$ cat src/rtl/ct_vfalu_pipe_pkg.sv
// Shared constants and the stage record for the VFALU pipe valid controller.
// Latency: none; this file holds only types and constants.
// Backpressure: none; this file holds only types and constants.
package ct_vfalu_pipe_pkg;

    localparam int LANES_DEF = 4;
    localparam int TAG_W_DEF = 7;

    localparam int DEPTH_MIN = 2;
    localparam int DEPTH_MAX = 8;
    localparam int LANES_MIN = 1;
    localparam int LANES_MAX = 16;

    // One pipe stage at the default lane and tag widths.
    // ct_vfalu_pipe_stage builds the same layout at its own widths.
    typedef struct packed {
        logic                 vld;
        logic [LANES_DEF-1:0] lane_mask;
        logic [TAG_W_DEF-1:0] tag;
    } stage_rec_t;

    function automatic logic depth_ok(input int depth);
        return (depth >= DEPTH_MIN) && (depth <= DEPTH_MAX);
    endfunction

    function automatic logic lanes_ok(input int lanes);
        return (lanes >= LANES_MIN) && (lanes <= LANES_MAX);
    endfunction

endpackage

$ cat src/rtl/ct_vfalu_pipe_stage.sv
// One registered pipe stage: valid bit, lane mask and tag, plus its clock enable.
// Latency: one cycle from prev_* to the outputs when the pipe advances.
// Backpressure: stall holds everything; flush clears the valid bit and leaves the payload alone.
module ct_vfalu_pipe_stage
    import ct_vfalu_pipe_pkg::*;
#(
    parameter int LANES = LANES_DEF,
    parameter int TAG_W = TAG_W_DEF
) (
    input  logic             clk,
    input  logic             rst,
    input  logic             stall,
    input  logic             flush,
    input  logic             prev_vld,
    input  logic [LANES-1:0] prev_lane_mask,
    input  logic [TAG_W-1:0] prev_tag,
    output logic             vld,
    output logic [LANES-1:0] lane_mask,
    output logic [TAG_W-1:0] tag,
    output logic             clk_en
);

    typedef struct packed {
        logic             vld;
        logic [LANES-1:0] lane_mask;
        logic [TAG_W-1:0] tag;
    } rec_t;

    rec_t rec_q;
    rec_t rec_d;
    logic advance;

    assign advance = ~stall & ~flush;

    // Next state: flush kills the valid bit, stall holds it.
    // The payload moves only when a valid op comes from the previous stage.
    always_comb begin
        rec_d = rec_q;
        if (flush) begin
            rec_d.vld = 1'b0;
        end else if (!stall) begin
            rec_d.vld = prev_vld;
        end
        if (advance && prev_vld) begin
            rec_d.lane_mask = prev_lane_mask;
            rec_d.tag       = prev_tag;
        end
    end

    // Stage register with synchronous reset.
    always_ff @(posedge clk) begin
        if (rst) begin
            rec_q <= '0;
        end else begin
            rec_q <= rec_d;
        end
    end

    // The clock runs when an op arrives or leaves. Stall turns it off.
    // Flush turns it on so the valid bit can clear. Reset turns it on unconditionally.
    assign clk_en    = rst | ((prev_vld | rec_q.vld) & (~stall | flush));

    assign vld       = rec_q.vld;
    assign lane_mask = rec_q.lane_mask;
    assign tag       = rec_q.tag;

endmodule

$ cat src/rtl/ct_vfalu_pipe_vld_ctrl.sv
// Valid/pipedown controller for a DEPTH-stage VFALU pipe, with per-lane masks and tags.
// Latency: an op accepted in EX1 at cycle t reaches wb_* at cycle t+DEPTH-1.
// Backpressure: pipe_stall holds all stages and deasserts ex1_rdy and wb_vld. Flush has priority over stall and issue.
module ct_vfalu_pipe_vld_ctrl
    import ct_vfalu_pipe_pkg::*;
#(
    parameter int  DEPTH = 3,
    parameter int  LANES = LANES_DEF,
    parameter int  TAG_W = TAG_W_DEF,
    localparam int CNT_W = $clog2(DEPTH)
) (
    input  logic                   forever_cpuclk,
    input  logic                   cpurst,
    input  logic                   ex1_sel,
    input  logic [LANES-1:0]       ex1_lane_mask,
    input  logic [TAG_W-1:0]       ex1_tag,
    input  logic                   pipe_stall,
    input  logic                   pipe_flush,
    output logic                   ex1_rdy,
    output logic [DEPTH-1:0]       stage_pipedown,
    output logic [DEPTH-2:0]       stage_clk_en,
    output logic [DEPTH*LANES-1:0] stage_lane_vld,
    output logic                   wb_vld,
    output logic [LANES-1:0]       wb_lane_mask,
    output logic [TAG_W-1:0]       wb_tag,
    output logic [CNT_W-1:0]       inflight_cnt,
    output logic                   pipe_idle
);

    if (!depth_ok(DEPTH)) begin : g_bad_depth
        $error("ct_vfalu_pipe_vld_ctrl: DEPTH %0d out of range", DEPTH);
    end
    if (!lanes_ok(LANES)) begin : g_bad_lanes
        $error("ct_vfalu_pipe_vld_ctrl: LANES %0d out of range", LANES);
    end

    // Index 0 is the combinational EX1 stage. Index k-1 is stage EXk.
    logic [DEPTH-1:0]            vld_all;
    logic [DEPTH-1:0][LANES-1:0] lane_all;
    logic [DEPTH-1:0][TAG_W-1:0] tag_all;
    logic                        ex1_acc;
    logic                        ex1_req;

    // An op with no active lanes carries no work, so it is never accepted.
    assign ex1_req     = ex1_sel & (|ex1_lane_mask);
    assign ex1_rdy     = ~pipe_stall & ~pipe_flush;
    assign ex1_acc     = ex1_req & ex1_rdy;

    assign vld_all[0]  = ex1_acc;
    assign lane_all[0] = ex1_lane_mask;
    assign tag_all[0]  = ex1_tag;

    for (genvar k = 1; k < DEPTH; k++) begin : g_stage
        ct_vfalu_pipe_stage #(
            .LANES (LANES),
            .TAG_W (TAG_W)
        ) u_stage (
            .clk            (forever_cpuclk),
            .rst            (cpurst),
            .stall          (pipe_stall),
            .flush          (pipe_flush),
            .prev_vld       (vld_all[k-1]),
            .prev_lane_mask (lane_all[k-1]),
            .prev_tag       (tag_all[k-1]),
            .vld            (vld_all[k]),
            .lane_mask      (lane_all[k]),
            .tag            (tag_all[k]),
            .clk_en         (stage_clk_en[k-1])
        );
    end

    assign stage_pipedown = vld_all;

    // Lane masks for each stage, qualified by that stage's valid bit.
    always_comb begin
        stage_lane_vld = '0;
        for (int i = 0; i < DEPTH; i++) begin
            stage_lane_vld[i*LANES +: LANES] = lane_all[i] & {LANES{vld_all[i]}};
        end
    end

    // Count of valid registered stages. It peaks at DEPTH-1, so CNT_W bits always suffice.
    always_comb begin
        inflight_cnt = '0;
        for (int k = 1; k < DEPTH; k++) begin
            inflight_cnt = inflight_cnt + CNT_W'(vld_all[k]);
        end
    end

    // While stalled, the writeback payload keeps showing the held EXn contents.
    assign wb_vld       = vld_all[DEPTH-1] & ~pipe_stall;
    assign wb_lane_mask = lane_all[DEPTH-1];
    assign wb_tag       = tag_all[DEPTH-1];

    assign pipe_idle    = (inflight_cnt == '0) & ~ex1_req;

endmodule

$ cat config.mk
export PLATFORM = sky130hd
export DESIGN_NAME = ct_vfalu_pipe_vld_ctrl
export DESIGN_NICKNAME = d
export VERILOG_FILES = /design/src/rtl/ct_vfalu_pipe_pkg.sv /design/src/rtl/ct_vfalu_pipe_stage.sv /design/src/rtl/ct_vfalu_pipe_vld_ctrl.sv
export SDC_FILE = /design/constraint.sdc
export NUM_CORES = 1
export LEC_CHECK = 0
export CORE_MARGIN = 3
export CORE_UTILIZATION = 35
export DETAILED_ROUTE_END_ITERATION = 6
export GPL_TIMING_DRIVEN = 1
export HOLD_SLACK_MARGIN = 0.1
export PLACE_DENSITY = 0.7
export SYNTH_ARGS = -nofsm -noshare
export SYNTH_HDL_FRONTEND = slang
export SYNTH_SLANG_ARGS = --single-unit
$ cat constraint.sdc
create_clock -name forever_cpuclk -period 1.65 [get_ports forever_cpuclk]
set_clock_uncertainty 0.2 [all_clocks]
set_input_delay 0.2475 -clock forever_cpuclk [delete_from_list [all_inputs] [get_ports forever_cpuclk]]
set_output_delay 0.2475 -clock forever_cpuclk [all_outputs]
set_load 0.02 [all_outputs]
==> results of run 1 <==
-- timing repair --
item	CTS	global route
gates resized for setup	121	13
hold buffers	0	2
setup endpoints to repair	43	7
endpoints found under the hold margin	0	2
buffers inserted	3	1
pin swaps	1	3
-- cell type report --
class | count | area share
multi-input cells | 80 | 0.338
clock buffers | 3 | 0.0128
repair buffers | 71 | 0.326
inverters | 8 | 0.0171
flip-flops and latches | 24 | 0.275
well taps | 44 | 0.0313
-- per-layer routing --
metal / vias to the layer above / track usage
li1: 524 / -
met4: 0 / 0.0377
met2: 24 / 0.248
met5: - / 0
met1: 473 / 0.155
met3: 0 / 0.0410
-- Yosys cell counts --
| cell | n | share of area |
|---|---|---|
| sky130_fd_sc_hd__buf_6 | 1 | 0.0097 |
| sky130_fd_sc_hd__nand2b_1 | 15 | 0.081 |
| sky130_fd_sc_hd__dfxtp_1 | 24 | 0.41 |
| sky130_fd_sc_hd__and2_1 | 8 | 0.043 |
| sky130_fd_sc_hd__clkbuf_2 | 1 | 0.0043 |
| sky130_fd_sc_hd__mux2_2 | 1 | 0.0097 |
| sky130_fd_sc_hd__buf_4 | 6 | 0.039 |
| sky130_fd_sc_hd__a21oi_1 | 4 | 0.017 |
| sky130_fd_sc_hd__nand2_1 | 4 | 0.013 |
| sky130_fd_sc_hd__o21ai_0 | 4 | 0.017 |
| sky130_fd_sc_hd__o41ai_4 | 1 | 0.024 |
| sky130_fd_sc_hd__ha_1 | 3 | 0.032 |
| sky130_fd_sc_hd__a211o_1 | 1 | 0.0075 |
| sky130_fd_sc_hd__and2_2 | 1 | 0.0064 |
| sky130_fd_sc_hd__nor3_1 | 2 | 0.0086 |
| sky130_fd_sc_hd__mux2i_1 | 19 | 0.16 |
| sky130_fd_sc_hd__a21o_1 | 1 | 0.0064 |
| sky130_fd_sc_hd__or2_0 | 1 | 0.0054 |
| sky130_fd_sc_hd__nor2_1 | 12 | 0.039 |
| sky130_fd_sc_hd__nor3b_1 | 1 | 0.0064 |
| sky130_fd_sc_hd__clkbuf_1 | 3 | 0.0097 |
| sky130_fd_sc_hd__inv_1 | 8 | 0.026 |
| sky130_fd_sc_hd__nor3b_2 | 1 | 0.011 |
| sky130_fd_sc_hd__nor2_4 | 1 | 0.0097 |
-- power by group through the flow --
stage | sequential (W) | clock (W) | combinational, W
global placement | 0.000608 | 0 | 0.000174
finish | 0.000596 | 0.000243 | 0.000185
detailed placement | 0.000609 | 0 | 0.000177
floorplan | 0.000608 | 0 | 0.0000877
global route | 0.000598 | 0.000277 | 0.000200
CTS | 0.000596 | 0.000252 | 0.000175
-- state kept, by name, indices dropped and copies added (netlist names) --
register / flops
g_stage.u_stage.tag: 14
g_stage.u_stage.vld: 2
g_stage.u_stage.lane_mask: 8
-- metrics by stage --
stage                     setup TNS, ns  utilization  hold slack, ns  area [um2]  total power, W
after floorplan                 -0.0350            -           0.124        1170        0.000696
after global placement           -13.39        0.568           0.258        1760        0.000782
after detailed placement         -14.41        0.568           0.270        1760        0.000785
after CTS                        -0.103        0.554           0.111        1720         0.00102
after global routing             -0.223        0.566           0.135        1760         0.00107
final                            -0.132        0.566           0.116        1760         0.00102
-- cell families after synthesis --
group,after synthesis,synth area share
AO/OA/AOI/OAI,11,0.0720
adder cells (fa/ha/maj),3,0.0322
buffers and inverters,19,0.0881
flip-flops,24,0.412
multiplexers,20,0.173
AND/OR/NAND/NOR,46,0.222
-- how the worst min path moves through the flow --
stage                     cells after the start                                    from                                      endpoint
final                                         4                        ex1_lane_mask[2]  g_stage[1].u_stage.lane_mask[2]$_SDFFE_PP0P_
after detailed placement                      2  g_stage[1].u_stage.tag[6]$_SDFFE_PP0P_        g_stage[1].u_stage.tag[6]$_SDFFE_PP0P_
after CTS                                     4                        ex1_lane_mask[1]  g_stage[1].u_stage.lane_mask[1]$_SDFFE_PP0P_
after floorplan                               1                              pipe_flush           g_stage[1].u_stage.vld$_SDFFE_PP0N_
after global placement                        2  g_stage[1].u_stage.tag[6]$_SDFFE_PP0P_        g_stage[1].u_stage.tag[6]$_SDFFE_PP0P_
after global routing                          4                        ex1_lane_mask[2]  g_stage[1].u_stage.lane_mask[2]$_SDFFE_PP0P_
-- worst max-delay path, stage by stage --
cell and delay [ns]:
sky130_fd_sc_hd__buf_6 0.10, sky130_fd_sc_hd__o41ai_4 0.35, sky130_fd_sc_hd__buf_4 0.19, sky130_fd_sc_hd__nor2_4 0.03, sky130_fd_sc_hd__a211o_1 0.28, sky130_fd_sc_hd__buf_6 0.14
==> impl_summary.md, run 1 <==
Status
The run finished, with violations left. The final reports fail on setup timing.

Timing
The highest achievable clock rate is around 560 MHz. The post-route fraction of the period consumed by the critical path is 1.08. For the pin with the worst max-slew slack, the measured transition is 0.261 ns. The number of endpoints with negative hold slack in the final report came to 0.

The number of max-slew violations in the final report is 0. The worst path setup slack after routing is -0.130 ns. The time the worst path needs with I/O delays and setup is about 1.8 ns.

Setup repair after global routing could not meet its margin everywhere. Setup violations remaining at the end of the flow were counted as 2. The normalized max-slew margin is 0.825.

Clock tree
The clock edge transition at the registers on the reported setup and hold paths is ~0.12 ns. The clock root buffer is sky130_fd_sc_hd__clkbuf_4. CTS built an H-tree with a depth of 1. Counting along the longest clock path gives a buffer depth of 2. The clock buffer count from CTS is 3. TritonCTS built the clock tree. The later-pin clock latency in the skew report is 0.30 ns. The count of clock tree sinks is 24.

Worst setup path
The type of element launching the critical path is an input pin. The path depth of the worst reg2reg path is 5. The worst register-to-register path begins at g_stage[1].u_stage.vld$_SDFFE_PP0N_. The worst setup path is of the input pin to primary output kind. Across all register-to-register paths, the minimum setup slack is roughly 0.17 ns.

STA puts the critical path data arrival time at around 1.3 ns. STA classifies the critical path endpoint as a primary output. The start point of the critical path is ex1_lane_mask[1]. The required time of the critical path is around 1.2 ns. The maximum net fanout on the critical path is 2. The destination of the critical timing path is stage_clk_en[0]. The capturing point of the worst reg2reg path is g_stage[2].u_stage.lane_mask[0]$_SDFFE_PP0P_.

Route
The detailed router placed roughly 1000 vias in this run. The routed metal-1 wire length is 1200 um. Dividing the detail-routed via count by the number of cells gives about 4.4.

After detailed routing, the met2 layer carries around 1500 um of wire. For this block, the routed nets add up to about 2800 um of wire. In the final routed layout, each cell accounts on average for roughly 12 um. In this run the remaining antenna-violating nets after routing total 0.

The total met3 wirelength after detailed routing is 99 um. The number of search-and-repair iterations in the first detailed-routing pass is 2. The total DRC errors in the routed layout is 0. The top metal layer carrying routed signals is met3. The DRC marker count from the first detailed-route iteration is 17.

Final layout
The net count of the finished layout is roughly 210. From synthesis to final layout, the design area changed by 50.8%. The number of antenna diodes is 0. The proportion of layout cells with a drive suffix above 1 is 0.317. The layout has 310 filler cells. Across the whole layout, storage elements account for roughly 480 um2. The top cell types in the final layout, fill and taps aside, are sky130_fd_sc_hd__dfxtp_1 (22), sky130_fd_sc_hd__buf_4 (21), sky130_fd_sc_hd__mux2i_1 (19), sky130_fd_sc_hd__dlygate4sd2_1 (16), sky130_fd_sc_hd__nand2b_1 (15). In the final layout, the multi-input gates occupy just under 600 um2. The post-layout instance count excluding filler cells is 230.

The commonest non-fill, non-tap cell in the layout is sky130_fd_sc_hd__dfxtp_1.

Synth
After synthesis, the mean cell area works out to 9.47 um2. During synthesis, Yosys emitted a total of 0 warnings. The cell count after synthesis came out at about 120. The synthesized netlist occupies a cell area of 1160 um2. The post-synthesis net count is ~140. For this run, the register share of the synthesized area comes to 0.412. In this run, distinct cell masters in the synthesized netlist total 24. The total of flip-flops plus latches after synthesis is 24.

Pwr
The fraction of power spent switching nets is 0.240. Summed over all cells, the static leakage comes to 0.852 nW. The share of total power dissipated in combinational logic is 0.181.

For this design the ratio of total power to cell area is slightly below 600 nW/um2. The share of total power dissipated in the clock network is 0.238. The internal power contribution is just under 0.0008 W. VDD sags by at most roughly 0.00043 V. Of the total power, registers draw 0.582. The switching power is between 0.0002 and 0.00025 W.

Worst hold path
The path class of the tightest hold or removal check is input pin to flop.

GRT
The total routing resource utilization after global routing is 0.137. The number of antenna violations at the first check in global routing is 0. The maximum number of pins on one net before global-route repair is 30. The total congestion overflow after global routing is 0.

The via count of the first global-routing pass came to ~1000. The first global-routing pass estimated around 4500 um of wire.

Placement
The number of port buffers is 48. The sum of net half-perimeters after detailed placement is roughly 2100 um. The number of placed cells counting well taps is approximately 220. The worst setup slack after placement is -0.886 ns. At the end of routability-driven placement, the weighted congestion stood at 0.773.

Run
The number of max-capacitance violations reported is 0.

Floorplan
The area of the core is 3100 um2. Measured along the y axis, the die boundary spans around 64 um. The starting utilization of the core area is 0.375.

49 I/O pins were placed. The die is between 60 and 70 um wide. The floorplan has 20 rows. The die covers between 4000 and 5000 um2.
(Power assumes the default switching activity.)
==> run 2, diff against run 1 <==
--- a/config.mk
+++ b/config.mk
@@ -10,6 +10,7 @@
 export DETAILED_ROUTE_END_ITERATION = 6
 export GPL_TIMING_DRIVEN = 1
 export HOLD_SLACK_MARGIN = 0.1
+export MAX_ROUTING_LAYER = met4
 export PLACE_DENSITY = 0.7
 export SYNTH_ARGS = -nofsm -noshare
 export SYNTH_HDL_FRONTEND = slang
==> run 2 against run 1 <==
  * The run still ends with setup timing left
  * Routed wire length is essentially flat
  * Largest cell class unchanged
  * Critical path type unchanged
  * Setup slack is essentially flat
  * Non-clock buffer count is the same
==> impl_summary.md, run 2 (synthesis results as in run 1) <==
Status
Outcome: finished with violations (unchanged). Violated checks: setup timing (unchanged).

Floorplan
The number of rows in the core area is 20 (unchanged). The die height came to 63.7 um (unchanged). The number of I/O pins is 49 (unchanged). The floorplan die area is 4060 um2 (unchanged).

The floorplan die width is 63.7 um (unchanged). The area of the core is 3100 um2 (unchanged). The starting utilization of the core area is 0.375 (unchanged).

Pwr
The power per cell area is 583 nW/um2 (about the same). The relative contribution of sequential cells to total power came to 0.582 (about the same). The internal power contribution was 0.000779 W (about the same).

The part of the power in combinational logic came to 0.181 (about the same). The worst ir drop on vdd is 0.000430 V (about the same). The switching power was 0.000245 W (about the same). The fraction of power spent switching nets is 0.240 (about the same). The leakage component of the power is 0.852 nW (unchanged). The clock network power share is 0.238 (about the same).

GRT
The maximum number of pins on one net before global-route repair is 30 (unchanged). The via count of the first global-routing pass is 1011 (was 1012). The number of antenna violations at the first check in global routing is 0 (unchanged).

The global-route wire length before repair is 4480 um (was 4470 um). The total congestion overflow after global routing is 0 (unchanged). The total routing resource utilization after global routing was 0.141 (was 0.137).

Placement
The number of port buffers is 48 (unchanged). The global placement routability congestion was 0.783 (was 0.773). The worst setup slack after placement was -0.886 ns (unchanged).

The sum of net half-perimeters after detailed placement is 2120 um (unchanged).

Timing
Unrepaired setup endpoints after global routing: true (unchanged). The number of max-slew violations in the final report is 0 (unchanged). The number of setup violations in the final report came to 2 (unchanged). The number of endpoints with negative hold slack in the final report is 0 (unchanged).

The time the worst path needs with I/O delays and setup is 1.78 ns (about the same). The highest achievable clock rate was 562 MHz (about the same). The worst-case hold slack is 0.116 ns (about the same).

The normalized max-slew margin is 0.825 (unchanged). The worst path setup slack after routing is -0.130 ns (about the same). The measured slew at the worst slew-check pin came to 0.261 ns (unchanged).

The aggregate negative setup slack is -0.132 ns (about the same). The post-route fraction of the period consumed by the critical path was 1.08 (about the same).

Worst setup path
The slowest cell on the critical path is sky130_fd_sc_hd__o41ai_4 (unchanged). The most numerous cell on the critical path was sky130_fd_sc_hd__buf_6 (unchanged). The reg-to-reg setup timing slack is 0.17 ns (about the same). The type of the worst setup path is input pin to primary output (unchanged). The arrival time of data at the critical path endpoint is 1.33 ns (about the same). The type of element launching the critical path is an input pin (unchanged). The required time of the critical path was 1.20 ns (about the same).

The kind of cell adding the most delay to the critical path is compound AO/OA/AOI/OAI gates (unchanged). The delay contributed by the slowest stage of the critical path came to 0.35 ns (about the same). The sort of element at the end of the critical path is a primary output (unchanged). Crit-path cells: buf_6 -> o41ai_4 -> buf_4 -> nor2_4 -> a211o_1 -> buf_6 (unchanged).

The maximum net fanout on the critical path is 2 (unchanged). The buffer and inverter count on the worst path is 3 (unchanged).

Route
The total DRC errors in the routed layout is 0 (unchanged). The average wire length per cell after detail routing is 12.1 um (about the same). The remaining antenna violation count came to 0 (unchanged). The DRC marker count from the first detailed-route iteration is 14 (was 17). The overall via count from detail_route was 1024 (was 1021). The final wirelength came to 2780 um (about the same). The number of vias per cell after detailed routing is 4.45 (was 4.44).

The number of search-and-repair iterations in the first detailed-routing pass is 2 (unchanged).

Worst hold path
The type of the worst min-delay path is input pin to flop (unchanged).

Clock tree
The clock buffer count from CTS is 3 (unchanged). The CTS tree was built (unchanged). The H-tree depth reported by CTS is 1 (unchanged). The count of clock tree sinks is 24 (unchanged).

The clock edge transition at the registers on the reported setup and hold paths was 0.12 ns (about the same). The clock root buffer is sky130_fd_sc_hd__clkbuf_4 (unchanged). The maximum buffer depth of the clock tree was 2 (unchanged). The later-pin clock latency in the skew report is 0.30 ns (about the same).

Final layout
The number of nets in the layout is 207 (unchanged). The number of antenna diodes is 0 (unchanged). Commonest cells after routing, fill and taps aside: sky130_fd_sc_hd__dfxtp_1 (22), sky130_fd_sc_hd__buf_4 (21), sky130_fd_sc_hd__mux2i_1 (19), sky130_fd_sc_hd__dlygate4sd2_1 (16), sky130_fd_sc_hd__nand2b_1 (15) (unchanged).

The commonest non-fill, non-tap cell in the layout is sky130_fd_sc_hd__dfxtp_1 (unchanged). The flip-flop count of the largest register after layout is 14 (unchanged). The layout overhead on the synthesized area came to 50.8% (unchanged).

The proportion of layout cells with a drive suffix above 1 was 0.317 (unchanged).

Run
The number of max-capacitance violations reported is 0 (unchanged).
[run 2: cell counts in the layout (fill, tap and decap cells not counted)]
No cell type changed its count.
[run 2: worst paths after layout]
kind | startpoint | cells after the start | end
setup / recovery | ex1_lane_mask[1] | 6 | stage_clk_en[0]
hold / removal | ex1_lane_mask[2] | 4 | g_stage[1].u_stage.lane_mask[2]$_SDFFE_PP0P_
setup reg to reg | g_stage[1].u_stage.vld$_SDFFE_PP0N_ | 5 | g_stage[2].u_stage.lane_mask[0]$_SDFFE_PP0P_
hold reg to reg | g_stage[1].u_stage.tag[4]$_SDFFE_PP0P_ | 2 | g_stage[1].u_stage.tag[4]$_SDFFE_PP0P_
[run 2: power groups by stage]
stage | Combinational (W) | Sequential [W] | Clock (W)
after global routing | 0.000200 | 0.000598 | 0.000277
after global placement | 0.000174 | 0.000608 | 0
after detailed placement | 0.000177 | 0.000609 | 0
after floorplan | 0.0000877 | 0.000608 | 0
final | 0.000185 | 0.000596 | 0.000243
after CTS | 0.000175 | 0.000596 | 0.000252
[run 2: worst min-delay path, delay by kind of cell]
kind	cells	cell delay, ns
buffers and inverters	2	0.21
and+or+nand+nor	1	0.08
AOI/OAI and AO/OA	1	0.05
[run 2: area by class of cell]
| type | count | area (um2) |
|---|---|---|
| Inverter | 8 | 30.0 |
| Sequential cell | 24 | 483 |
| Tap cell | 44 | 55.1 |
| Timing Repair Buffer | 71 | 573 |
| Multi-Input combinational cell | 80 | 593 |
| Fill cell | 310 | 1350 |
| Clock buffer | 3 | 22.5 |
[run 2: through the flow]
stage               total power (W)  utilization  cell area [um2]  instances
detailed placement         0.000785        0.568             1760        222
CTS                         0.00102        0.554             1720        228
finish                      0.00102        0.566             1760        230
floorplan                  0.000696            -             1170        123
global route                0.00107        0.566             1760        230
global placement           0.000782        0.568             1760        222
[run 2: metal layers]
metal,up-vias,part of all wire,wire (um),track usage
met4,0,0.0043,12,0.0377
met1,474,0.43,1200,0.156
li1,524,-,-,-
met2,24,0.53,1460,0.248
met5,-,0,0,-
met3,2,0.035,98,0.0392
[run 2: what timing repair did]
action                     4_1_cts  5_1_grt
setup endpoints to repair       43        7
resized for setup              121       13
pin swaps                        1        3
setup buffers                    3        1
hold buffers                     0        2
hold endpoints to repair         0        2
==> run 3, diff against run 2 <==
--- a/config.mk
+++ b/config.mk
@@ -7,6 +7,7 @@
 export LEC_CHECK = 0
 export CORE_MARGIN = 3
 export CORE_UTILIZATION = 35
+export CTS_CLUSTER_SIZE = 14
 export DETAILED_ROUTE_END_ITERATION = 6
 export GPL_TIMING_DRIVEN = 1
 export HOLD_SLACK_MARGIN = 0.1
==> results of run 3 <==
Same layout as run 2: the final DEF is identical, and so are final timing and power.
